==> src/rtl/axilite_cmd_sequencer_pkg.sv <==
// Shared types for the AXI-Lite command sequencer: command record, FSM states and bus widths.
package axilite_cmd_pkg;

    localparam int AXIL_AW = 32;
    localparam int AXIL_DW = 32;
    localparam int AXIL_SW = 4;

    typedef struct packed {
        logic               wr;
        logic [AXIL_AW-1:0] addr;
        logic [AXIL_DW-1:0] data;
        logic [AXIL_SW-1:0] strb;
    } cmd_t;

    typedef enum logic [1:0] {
        IDLE,
        ISSUE,
        WAIT_DONE,
        RESP
    } seq_state_t;

endpackage

==> src/rtl/axilite_cmd_sequencer_if.sv <==
// Command, response and backend (bk_*) signals of the command sequencer.
// The slave modport is the sequencer's view; the master modport is its environment.
interface axilite_cmd_sequencer_if;

    logic                             cmd_valid;
    logic                             cmd_ready;
    logic                             cmd_wr;
    logic [axilite_cmd_pkg::AXIL_AW-1:0] cmd_addr;
    logic [axilite_cmd_pkg::AXIL_DW-1:0] cmd_data;
    logic [axilite_cmd_pkg::AXIL_SW-1:0] cmd_strb;

    logic                             rsp_valid;
    logic                             rsp_ready;
    logic [axilite_cmd_pkg::AXIL_DW-1:0] rsp_data;
    logic                             rsp_wr;

    logic                             bk_wstart;
    logic [axilite_cmd_pkg::AXIL_AW-1:0] bk_waddr;
    logic [axilite_cmd_pkg::AXIL_DW-1:0] bk_wdata;
    logic [axilite_cmd_pkg::AXIL_SW-1:0] bk_wstrb;
    logic                             bk_wdone;
    logic                             bk_rstart;
    logic [axilite_cmd_pkg::AXIL_AW-1:0] bk_raddr;
    logic [axilite_cmd_pkg::AXIL_DW-1:0] bk_rdata;
    logic                             bk_rdone;

    modport slave (
        input  cmd_valid, cmd_wr, cmd_addr, cmd_data, cmd_strb,
        input  rsp_ready,
        input  bk_wdone, bk_rdata, bk_rdone,
        output cmd_ready,
        output rsp_valid, rsp_data, rsp_wr,
        output bk_wstart, bk_waddr, bk_wdata, bk_wstrb, bk_rstart, bk_raddr
    );

    modport master (
        output cmd_valid, cmd_wr, cmd_addr, cmd_data, cmd_strb,
        output rsp_ready,
        output bk_wdone, bk_rdata, bk_rdone,
        input  cmd_ready,
        input  rsp_valid, rsp_data, rsp_wr,
        input  bk_wstart, bk_waddr, bk_wdata, bk_wstrb, bk_rstart, bk_raddr
    );

endinterface

==> src/rtl/axilite_cmd_fifo.sv <==
// Synchronous FIFO of cmd_t entries; DEPTH must be a power of 2 so the pointers wrap naturally.
module axilite_cmd_fifo
    import axilite_cmd_pkg::*;
#(
    parameter  int DEPTH = 4,
    localparam int CNT_W = $clog2(DEPTH) + 1
) (
    input  logic             clk,
    input  logic             rst_n,
    input  logic             push,
    input  cmd_t             push_data,
    input  logic             pop,
    output cmd_t             head,
    output logic             full,
    output logic             empty,
    output logic [CNT_W-1:0] count
);

    localparam int PTR_W = $clog2(DEPTH);

    cmd_t             mem_q [DEPTH];
    logic [PTR_W-1:0] wr_ptr_q, wr_ptr_d;
    logic [PTR_W-1:0] rd_ptr_q, rd_ptr_d;
    logic [CNT_W-1:0] count_q, count_d;
    logic             do_push, do_pop;

    assign full  = (count_q == CNT_W'(DEPTH));
    assign empty = (count_q == '0);
    assign count = count_q;
    assign head  = mem_q[rd_ptr_q];

    always_comb begin
        do_push  = push && !full;
        do_pop   = pop && !empty;
        wr_ptr_d = wr_ptr_q + PTR_W'(do_push);
        rd_ptr_d = rd_ptr_q + PTR_W'(do_pop);
        count_d  = count_q + CNT_W'(do_push) - CNT_W'(do_pop);
    end

    always_ff @(posedge clk or negedge rst_n) begin
        if (!rst_n) begin
            wr_ptr_q <= '0;
            rd_ptr_q <= '0;
            count_q  <= '0;
        end else begin
            wr_ptr_q <= wr_ptr_d;
            rd_ptr_q <= rd_ptr_d;
            count_q  <= count_d;
        end
    end

    // Storage carries no reset; occupancy alone decides what is valid.
    always_ff @(posedge clk) begin
        if (do_push) begin
            mem_q[wr_ptr_q] <= push_data;
        end
    end

endmodule

==> src/rtl/axilite_cmd_sequencer.sv <==
// Buffers commands and issues them one at a time to the AXI-Lite master backend.
// Optional macro AXIL_CMD_WRESP_EN: writes also produce a response (rsp_wr=1, rsp_data=0).
module axilite_cmd_sequencer
    import axilite_cmd_pkg::*;
#(
    parameter  int CMD_DEPTH = 4,
    localparam int CNT_W     = $clog2(CMD_DEPTH) + 1
) (
    input  logic                   axi_aclk,
    input  logic                   axi_aresetn,
    axilite_cmd_sequencer_if.slave bus,
    output logic                   busy,
    output logic [CNT_W-1:0]       cmd_count
);

    cmd_t       push_cmd, fifo_head;
    logic       fifo_full, fifo_empty, fifo_push, fifo_pop;

    seq_state_t         state_q, state_d;
    logic               cur_wr_q, cur_wr_d;
    logic               wstart_q, wstart_d;
    logic               rstart_q, rstart_d;
    logic [AXIL_AW-1:0] waddr_q, waddr_d;
    logic [AXIL_DW-1:0] wdata_q, wdata_d;
    logic [AXIL_SW-1:0] wstrb_q, wstrb_d;
    logic [AXIL_AW-1:0] raddr_q, raddr_d;
    logic               rsp_valid_q, rsp_valid_d;
    logic [AXIL_DW-1:0] rsp_data_q, rsp_data_d;
`ifdef AXIL_CMD_WRESP_EN
    logic               rsp_wr_q, rsp_wr_d;
`endif

    assign push_cmd  = '{wr: bus.cmd_wr, addr: bus.cmd_addr, data: bus.cmd_data, strb: bus.cmd_strb};
    assign fifo_push = bus.cmd_valid && bus.cmd_ready;
    assign fifo_pop  = (state_q == ISSUE);

    axilite_cmd_fifo #(.DEPTH(CMD_DEPTH)) u_fifo (
        .clk       (axi_aclk),
        .rst_n     (axi_aresetn),
        .push      (fifo_push),
        .push_data (push_cmd),
        .pop       (fifo_pop),
        .head      (fifo_head),
        .full      (fifo_full),
        .empty     (fifo_empty),
        .count     (cmd_count)
    );

    // Ready is held low while in reset so every output reads 0 then.
    assign bus.cmd_ready = axi_aresetn && !fifo_full;
    assign bus.bk_wstart = wstart_q;
    assign bus.bk_rstart = rstart_q;
    assign bus.bk_waddr  = waddr_q;
    assign bus.bk_wdata  = wdata_q;
    assign bus.bk_wstrb  = wstrb_q;
    assign bus.bk_raddr  = raddr_q;
    assign bus.rsp_valid = rsp_valid_q;
    assign bus.rsp_data  = rsp_data_q;
`ifdef AXIL_CMD_WRESP_EN
    assign bus.rsp_wr    = rsp_wr_q;
`else
    assign bus.rsp_wr    = 1'b0;
`endif
    assign busy          = (state_q != IDLE);

    always_comb begin
        state_d     = state_q;
        cur_wr_d    = cur_wr_q;
        wstart_d    = 1'b0;
        rstart_d    = 1'b0;
        waddr_d     = waddr_q;
        wdata_d     = wdata_q;
        wstrb_d     = wstrb_q;
        raddr_d     = raddr_q;
        rsp_valid_d = rsp_valid_q;
        rsp_data_d  = rsp_data_q;
`ifdef AXIL_CMD_WRESP_EN
        rsp_wr_d    = rsp_wr_q;
`endif
        unique case (state_q)
            // Start pulse and backend fields are registered here so they appear during ISSUE.
            IDLE: begin
                if (!fifo_empty) begin
                    state_d  = ISSUE;
                    cur_wr_d = fifo_head.wr;
                    if (fifo_head.wr) begin
                        wstart_d = 1'b1;
                        waddr_d  = fifo_head.addr;
                        wdata_d  = fifo_head.data;
                        wstrb_d  = fifo_head.strb;
                    end else begin
                        rstart_d = 1'b1;
                        raddr_d  = fifo_head.addr;
                    end
                end
            end
            ISSUE: state_d = WAIT_DONE;
            WAIT_DONE: begin
                if (cur_wr_q && bus.bk_wdone) begin
`ifdef AXIL_CMD_WRESP_EN
                    state_d     = RESP;
                    rsp_valid_d = 1'b1;
                    rsp_data_d  = '0;
                    rsp_wr_d    = 1'b1;
`else
                    state_d     = IDLE;
`endif
                end else if (!cur_wr_q && bus.bk_rdone) begin
                    state_d     = RESP;
                    rsp_valid_d = 1'b1;
                    rsp_data_d  = bus.bk_rdata;
`ifdef AXIL_CMD_WRESP_EN
                    rsp_wr_d    = 1'b0;
`endif
                end
            end
            RESP: begin
                if (bus.rsp_ready) begin
                    state_d     = IDLE;
                    rsp_valid_d = 1'b0;
                end
            end
            default: state_d = IDLE;
        endcase
    end

    always_ff @(posedge axi_aclk or negedge axi_aresetn) begin
        if (!axi_aresetn) begin
            state_q     <= IDLE;
            cur_wr_q    <= 1'b0;
            wstart_q    <= 1'b0;
            rstart_q    <= 1'b0;
            waddr_q     <= '0;
            wdata_q     <= '0;
            wstrb_q     <= '0;
            raddr_q     <= '0;
            rsp_valid_q <= 1'b0;
            rsp_data_q  <= '0;
`ifdef AXIL_CMD_WRESP_EN
            rsp_wr_q    <= 1'b0;
`endif
        end else begin
            state_q     <= state_d;
            cur_wr_q    <= cur_wr_d;
            wstart_q    <= wstart_d;
            rstart_q    <= rstart_d;
            waddr_q     <= waddr_d;
            wdata_q     <= wdata_d;
            wstrb_q     <= wstrb_d;
            raddr_q     <= raddr_d;
            rsp_valid_q <= rsp_valid_d;
            rsp_data_q  <= rsp_data_d;
`ifdef AXIL_CMD_WRESP_EN
            rsp_wr_q    <= rsp_wr_d;
`endif
        end
    end

endmodule

==> src/flat_wrapper.sv <==
// flat-port wrapper written by rule: the top's interface ports become plain ports
module axilite_cmd_sequencer_flat import axilite_cmd_pkg::*;
#(
    parameter  int CMD_DEPTH = 4,
    localparam int CNT_W     = $clog2(CMD_DEPTH) + 1
)
  (axi_aclk, axi_aresetn, busy, cmd_count, bus_cmd_valid, bus_cmd_wr, bus_cmd_addr, bus_cmd_data, bus_cmd_strb, bus_rsp_ready, bus_bk_wdone, bus_bk_rdata, bus_bk_rdone, bus_cmd_ready, bus_rsp_valid, bus_rsp_data, bus_rsp_wr, bus_bk_wstart, bus_bk_waddr, bus_bk_wdata, bus_bk_wstrb, bus_bk_rstart, bus_bk_raddr);
  axilite_cmd_sequencer_if bus_i ();
  input  logic axi_aclk;
  input  logic axi_aresetn;
  output logic busy;
  output logic [CNT_W-1:0] cmd_count;
  input wire logic [$bits(bus_i.cmd_valid)-1:0] bus_cmd_valid;
  input wire logic [$bits(bus_i.cmd_wr)-1:0] bus_cmd_wr;
  input wire logic [$bits(bus_i.cmd_addr)-1:0] bus_cmd_addr;
  input wire logic [$bits(bus_i.cmd_data)-1:0] bus_cmd_data;
  input wire logic [$bits(bus_i.cmd_strb)-1:0] bus_cmd_strb;
  input wire logic [$bits(bus_i.rsp_ready)-1:0] bus_rsp_ready;
  input wire logic [$bits(bus_i.bk_wdone)-1:0] bus_bk_wdone;
  input wire logic [$bits(bus_i.bk_rdata)-1:0] bus_bk_rdata;
  input wire logic [$bits(bus_i.bk_rdone)-1:0] bus_bk_rdone;
  output wire logic [$bits(bus_i.cmd_ready)-1:0] bus_cmd_ready;
  output wire logic [$bits(bus_i.rsp_valid)-1:0] bus_rsp_valid;
  output wire logic [$bits(bus_i.rsp_data)-1:0] bus_rsp_data;
  output wire logic [$bits(bus_i.rsp_wr)-1:0] bus_rsp_wr;
  output wire logic [$bits(bus_i.bk_wstart)-1:0] bus_bk_wstart;
  output wire logic [$bits(bus_i.bk_waddr)-1:0] bus_bk_waddr;
  output wire logic [$bits(bus_i.bk_wdata)-1:0] bus_bk_wdata;
  output wire logic [$bits(bus_i.bk_wstrb)-1:0] bus_bk_wstrb;
  output wire logic [$bits(bus_i.bk_rstart)-1:0] bus_bk_rstart;
  output wire logic [$bits(bus_i.bk_raddr)-1:0] bus_bk_raddr;
  assign bus_i.cmd_valid = bus_cmd_valid;
  assign bus_i.cmd_wr = bus_cmd_wr;
  assign bus_i.cmd_addr = bus_cmd_addr;
  assign bus_i.cmd_data = bus_cmd_data;
  assign bus_i.cmd_strb = bus_cmd_strb;
  assign bus_i.rsp_ready = bus_rsp_ready;
  assign bus_i.bk_wdone = bus_bk_wdone;
  assign bus_i.bk_rdata = bus_bk_rdata;
  assign bus_i.bk_rdone = bus_bk_rdone;
  assign bus_cmd_ready = bus_i.cmd_ready;
  assign bus_rsp_valid = bus_i.rsp_valid;
  assign bus_rsp_data = bus_i.rsp_data;
  assign bus_rsp_wr = bus_i.rsp_wr;
  assign bus_bk_wstart = bus_i.bk_wstart;
  assign bus_bk_waddr = bus_i.bk_waddr;
  assign bus_bk_wdata = bus_i.bk_wdata;
  assign bus_bk_wstrb = bus_i.bk_wstrb;
  assign bus_bk_rstart = bus_i.bk_rstart;
  assign bus_bk_raddr = bus_i.bk_raddr;
  axilite_cmd_sequencer #(.CMD_DEPTH(CMD_DEPTH)) u_core (.axi_aclk(axi_aclk), .axi_aresetn(axi_aresetn), .bus(bus_i), .busy(busy), .cmd_count(cmd_count));
endmodule
==> config.mk <==
export PLATFORM = sky130hd
export DESIGN_NAME = axilite_cmd_sequencer_flat
export DESIGN_NICKNAME = d
export VERILOG_FILES = /design/src/rtl/axilite_cmd_sequencer_pkg.sv /design/src/rtl/axilite_cmd_sequencer_if.sv /design/src/rtl/axilite_cmd_fifo.sv /design/src/rtl/axilite_cmd_sequencer.sv /design/src/flat_wrapper.sv
export SDC_FILE = /design/constraint.sdc
export NUM_CORES = 1
export LEC_CHECK = 0
export ABC_CLOCK_PERIOD_IN_PS = 9950
export CELL_PAD_IN_SITES_DETAIL_PLACEMENT = 0
export CELL_PAD_IN_SITES_GLOBAL_PLACEMENT = 1
export CORE_MARGIN = 2
export CORE_UTILIZATION = 45
export CTS_CLUSTER_DIAMETER = 150
export DETAILED_ROUTE_END_ITERATION = 10
export GPL_TIMING_DRIVEN = 0
export PLACE_DENSITY = 0.73
export SLEW_MARGIN = 20
export SYNTH_ARGS = -nofsm -noshare
export SYNTH_HDL_FRONTEND = slang
export SYNTH_SLANG_ARGS = --single-unit
==> constraint.sdc <==
create_clock -name axi_aclk -period 9.95 [get_ports axi_aclk]
set_input_delay 1.99 -clock axi_aclk [delete_from_list [all_inputs] [get_ports axi_aclk]]
set_output_delay 1.99 -clock axi_aclk [all_outputs]
set_load 0.005 [all_outputs]
Yosys cells after proc, flatten, opt, wreduce, memory -nomap -nowiden. Memory sizes are Yosys's and may differ from the RTL's. Index checks and enable logic that the tools add are counted.

Latch bits: 0. Memories kept: 1. Output and inout bits: 141. RAM bits: 276. Register bits after elaboration: 145. Bits in read-only memories: 0.

Order comparisons: 0. Equal/unequal tests: 9. Multiplexer cells: 17. $mul: 0. Divide/modulo/power cells: 0. Reductions and logical operators: 19. Shift-type cells: 0. Add/subtract/negate cells: 4. Bitwise logic cells: 3.

Memory list: u_core.u_fifo.mem_q (words 4, width 69, rd ports 1, clocked after Yosys merged registers in 0, write ports 1, line axilite_cmd_fifo.sv:21) `cmd_t mem_q [DEPTH];`.

Operators by type and width (number): $reduce_and A3 Y1 (4); $mux W1 (11); $mux W2 (4); $pmux W2 S4 (1); $logic_and A1 B1 Y1 (6); $ne A2 B2 Y1 const B (3); $add A2 B1 Y2 (2); $eq A2 B2 Y1 const B (2); $reduce_and A4 Y1 (1); $reduce_bool A2 Y1 (2); $add A3 B1 Y3 (1); $eq A3 B3 Y1 const B (1); $logic_not A1 Y1 (3); $logic_not A3 Y1 (1); $ne A3 B1 Y1 const B (1); $not A1 Y1 (3); $sub A3 B1 Y3 (1); $eq A2 B1 Y1 const B (1); $logic_not A2 Y1 (1); $ne A2 B1 Y1 const B (1); $pmux W1 S2 (1); $reduce_and A2 Y1 (1).

Logic depth before layout (Yosys ltp).
Depth in word-level cells: 7. Depth in mapped cells: 9. Mapped depth without buffers: 9.

Hierarchy. A second synthesis with hierarchy kept.

Cells, all modules: 698. Area, all modules: 15637.5 um^2.

By module, submodules not included: axilite_cmd_fifo (seq. area each 8463.1 um^2, cells each 394, instances 1, area each 10433.8 um^2); axilite_cmd_sequencer (seq. area each 3453.3 um^2, cells each 304, instances 1, area each 5203.7 um^2).

Worst setup path after synthesis. OpenSTA, ideal clock, no wires.

Path kind: in2reg. Start point: input axi_aresetn. End point: memory u_core.u_fifo.mem_q[1][0] (netlist name) (enable). Slack: 2.003 ns. Path buffers: 0. Stages: 2. Data arrival time: 7.351 ns. Cells stage by stage: o311ai_0 nor3b_1.

Word-level cells in the longest chain between the ends: 5.

RTL lines: start, declared (line flat_wrapper.sv:10) `input logic axi_aresetn;`; $logic_and A1 B1 Y1 (line axilite_cmd_sequencer.sv:50) `assign bus.cmd_ready = axi_aresetn && !fifo_full;`; $logic_and A1 B1 Y1 (line axilite_cmd_sequencer.sv:34) `assign fifo_push = bus.cmd_valid && bus.cmd_ready;`; $logic_and A1 B1 Y1 (line axilite_cmd_fifo.sv:33) `do_push = push && !full;`; $mux W1 (line axilite_cmd_fifo.sv:54) `if (do_push) begin`; $mux W1 (not written as such) (line axilite_cmd_fifo.sv:55) `mem_q[wr_ptr_q] <= push_data;`; end, declared (line axilite_cmd_fifo.sv:21).

Every way passes these cells.

Worst setup path in the final report.
Start point: input axi_aresetn. End point: output bus_cmd_ready.

Word-level cells in the longest chain between the ends: 1.

RTL lines: $logic_and A1 B1 Y1 (line axilite_cmd_sequencer.sv:50); end, declared (line flat_wrapper.sv:22) `output wire logic [$bits(bus_i.cmd_ready)-1:0] bus_cmd_ready;`.

Every way passes these cells.

==> out/qor.yml <==
vias_per_cell: 5.09
worst_slew_pin_slew_ns: 0.842
clkTransAtPathRegs_ns: 0.06
synth.net_count: 808
synth_edf_count: 276
fmax_mhz: 188
power_frac_clock: 0.266
combinationalPowerShare: 0.334
hold_viol: 0
hp-class: "reg2reg"
power.net_switching_mw: 1.65
cts.sinks: 421
p_int_mw: 4.63
synth.distinct_cells: 31
period_share: 0.534
synthTopCellsByCount: "276 x edfxtp_1, 145 x dfrtp_1, 69 x mux4_2, 68 x mux2_4, 64 x mux2_2"
status: "finished, final reports clean"
period_needed_ns: 5.31
crit_family: "buffers and inverters"
synth_most_common_cell: "edfxtp_1"
cts_tree: "yes"
ir_drop_mv: 0.186
insertion_delay_ns: 0.54
seq_area_frac_synth: 0.757
relSlewSlack: 0.436
swShare: 0.263
drt_first_iter_violations: 373
ys_seq_elements: 421
nets: 1132
wl_um: 32600
hold_ws_ns: 0.495
globalplace.congestion: 0.718
coreArea_um2: 34500
critical_path.slowest_cell: "clkdlybuf4s50_1"
setup.worst_path.start_class: "input pin"
rsz0062_at_grt: "no"
cts_hold_buf: 0
critical_path_arrival_ns: 3.32
dr.pass1.iters: 4
cts_root_buf: "clkbuf_16"
grt_pass1_wl_um: 49500
start_util: 0.457
dp_hpwl_um: 22100
yosysWarnings: 0
endpoint_kind: "output pin"
finalNonFillerCells: 1512
grt_overflow: 0
grt_pass1_vias: 8207
design_area_um2: 20600
grt_max_degree: 84
cts_setup_buffers: 0
skew_ns: 0.0200
via_count: 7694
synthFlopType: "edfxtp_1"
async_flop_share: 0.344
drive_gt1_frac: 0.319
powerDensity_nw_per_um2: 304
placedCellCount: 1429
clockBufferDepth: 3
drv_cap: 0
slew_violations: 0
htree_levels: 2
wire_per_inst_um: 21.6
avgSynthCellArea_um2: 22.6
synth_cells: 696
cts_resized: 0
cts-buffers-inserted: 44
route.detailed.drc: 0
required_ns: 7.96
cp_cell_sequence: "buf_8, o31a_1, clkdlybuf4s50_1"
pin_count: 248
area_delta_synth_final_pct: 31.0
yosys.area.top_type: "edfxtp_1"
synth_area_um2: 15700
num_rows: 68
dieArea_um2: 36500
power_frac_seq: 0.400
synth_area_leaders: "edfxtp_1 53%, dfrtp_1 23%, mux4_2 9.9%"
power_leakage_nw: 7.56
synth.top_cell.area_share: 0.527
postPlaceCellArea_um2: 19100
crit_buf_inv: 2
portBuffers: 246
fp.dieW_um: 191
crit_fanout: 83
slowest_delay_ns: 0.54
grt_antenna_before_repair: 1
gr-usage-all-layers: 0.181
drtAntennaViolNets: 0
die_y_um: 191
crit_type: "in2out"
final-setup-viol-count: 0
[per-layer routing]
metal	wire length, um	global-route usage	vias up	share of wire
li1	-	-	3427	-
met1	14100	0.243	3993	0.43
met2	15300	0.287	233	0.47
met3	2840	0.0633	41	0.087
met4	487	0.0394	0	0.015
met5	0	0	-	0
[logic make-up (layout without fill, tap and decap cells)]
family,Yosys count,count (layout),share of synthesized area
flip-flops,421,421,0.757
multiplexers,201,201,0.209
buffers and inverters,40,400,0.0160
AND/OR/NAND/NOR,16,16,0.00692
AO/OA/AOI/OAI,8,8,0.00358
adder cells (fa/ha/maj),5,5,0.00445
XOR/XNOR,4,4,0.00223
other,1,2,0.000238
[power by group through the flow]
| stage | registers [mW] | logic [mW] | clock network (mW) |
|---|---|---|---|
| 2_1_floorplan | 2.55 | 1.12 | 0 |
| 3_3_place_gp | 2.58 | 2.07 | 0 |
| 3_5_place_dp | 2.54 | 2.14 | 0 |
| 4_1_cts | 2.52 | 2.14 | 1.71 |
| 5_1_grt | 2.56 | 2.26 | 1.78 |
| 6_report | 2.51 | 2.09 | 1.67 |
[sequential cells by signal (all words and copies together) (netlist names), 2 cells and up]
signal,flops
u_core.bus.bk_wstrb,4
u_core.u_fifo.wr_ptr_q,2
u_core.u_fifo.rd_ptr_q,2
u_core.state_q,2
u_core.bus.rsp_data,32
u_core.bus.bk_wdata,32
u_core.u_fifo.mem_q,276
u_core.bus.bk_waddr,32
u_core.u_fifo.count,3
u_core.bus.bk_raddr,32
[layout by cell type (no fill, tap or decap), types with 2 or more instances in the layout]
cell / n
dfrtp_1: 145
nor3b_2: 2
inv_6: 2
clkinv_1: 2
buf_2: 12
clkbuf_8: 6
mux2_2: 64
clkbuf_1: 16
bufinv_16: 5
a31oi_1: 2
xor2_1: 2
clkdlybuf4s50_1: 245
clkinv_2: 13
buf_4: 20
clkinv_4: 3
edfxtp_1: 276
mux2_4: 68
xnor2_1: 2
inv_1: 6
buf_6: 22
nor2_1: 2
nand2_1: 3
ha_1: 4
clkbuf_16: 45
mux4_2: 69
[path summary, 6_finish.rpt]
check,slack (ns),cells past startpoint,startpoint,endpoint
max,4.64,3,axi_aresetn,bus_cmd_ready
min,0.49,1,u_core.u_fifo.rd_ptr_q[0]$_DFF_PN0_,u_core.u_fifo.rd_ptr_q[0]$_DFF_PN0_
max reg2reg,7.36,9,u_core.u_fifo.count[2]$_DFF_PN0_,u_core.u_fifo.count[2]$_DFF_PN0_
min reg2reg,0.49,1,u_core.u_fifo.rd_ptr_q[0]$_DFF_PN0_,u_core.u_fifo.rd_ptr_q[0]$_DFF_PN0_
max in group asynchronous,7.68,2,axi_aresetn,u_core.bus.bk_waddr[9]$_DFFE_PN0P_
min in group asynchronous,1.48,1,axi_aresetn,u_core.bus.bk_raddr[23]$_DFFE_PN0P_
[metrics by stage]
stage                     utilization   TNS, ns  total power [mW]  setup slack [ns]
after floorplan                     -         0              3.67              2.00
after global placement          0.545  -2470.55              4.65            -10.88
after detailed placement        0.555         0              4.68              4.58
after CTS                       0.598         0              6.37              4.58
after global routing            0.598         0              6.60              4.52
final                           0.598         0              6.27              4.64
[final cells by class]
| class | count | area (um^2) |
|---|---|---|
| multi-input combinational | 235 | 3590 |
| clock buffer | 57 | 1230 |
| sequential | 421 | 11900 |
| fill | 2565 | 13800 |
| buffer | 34 | 229 |
| antenna | 1 | 2.50 |
| timing repair buffer | 278 | 2780 |
| inverter | 6 | 22.5 |
| clock inverter | 25 | 267 |
| tap | 455 | 569 |
(Power assumes the default switching activity.)
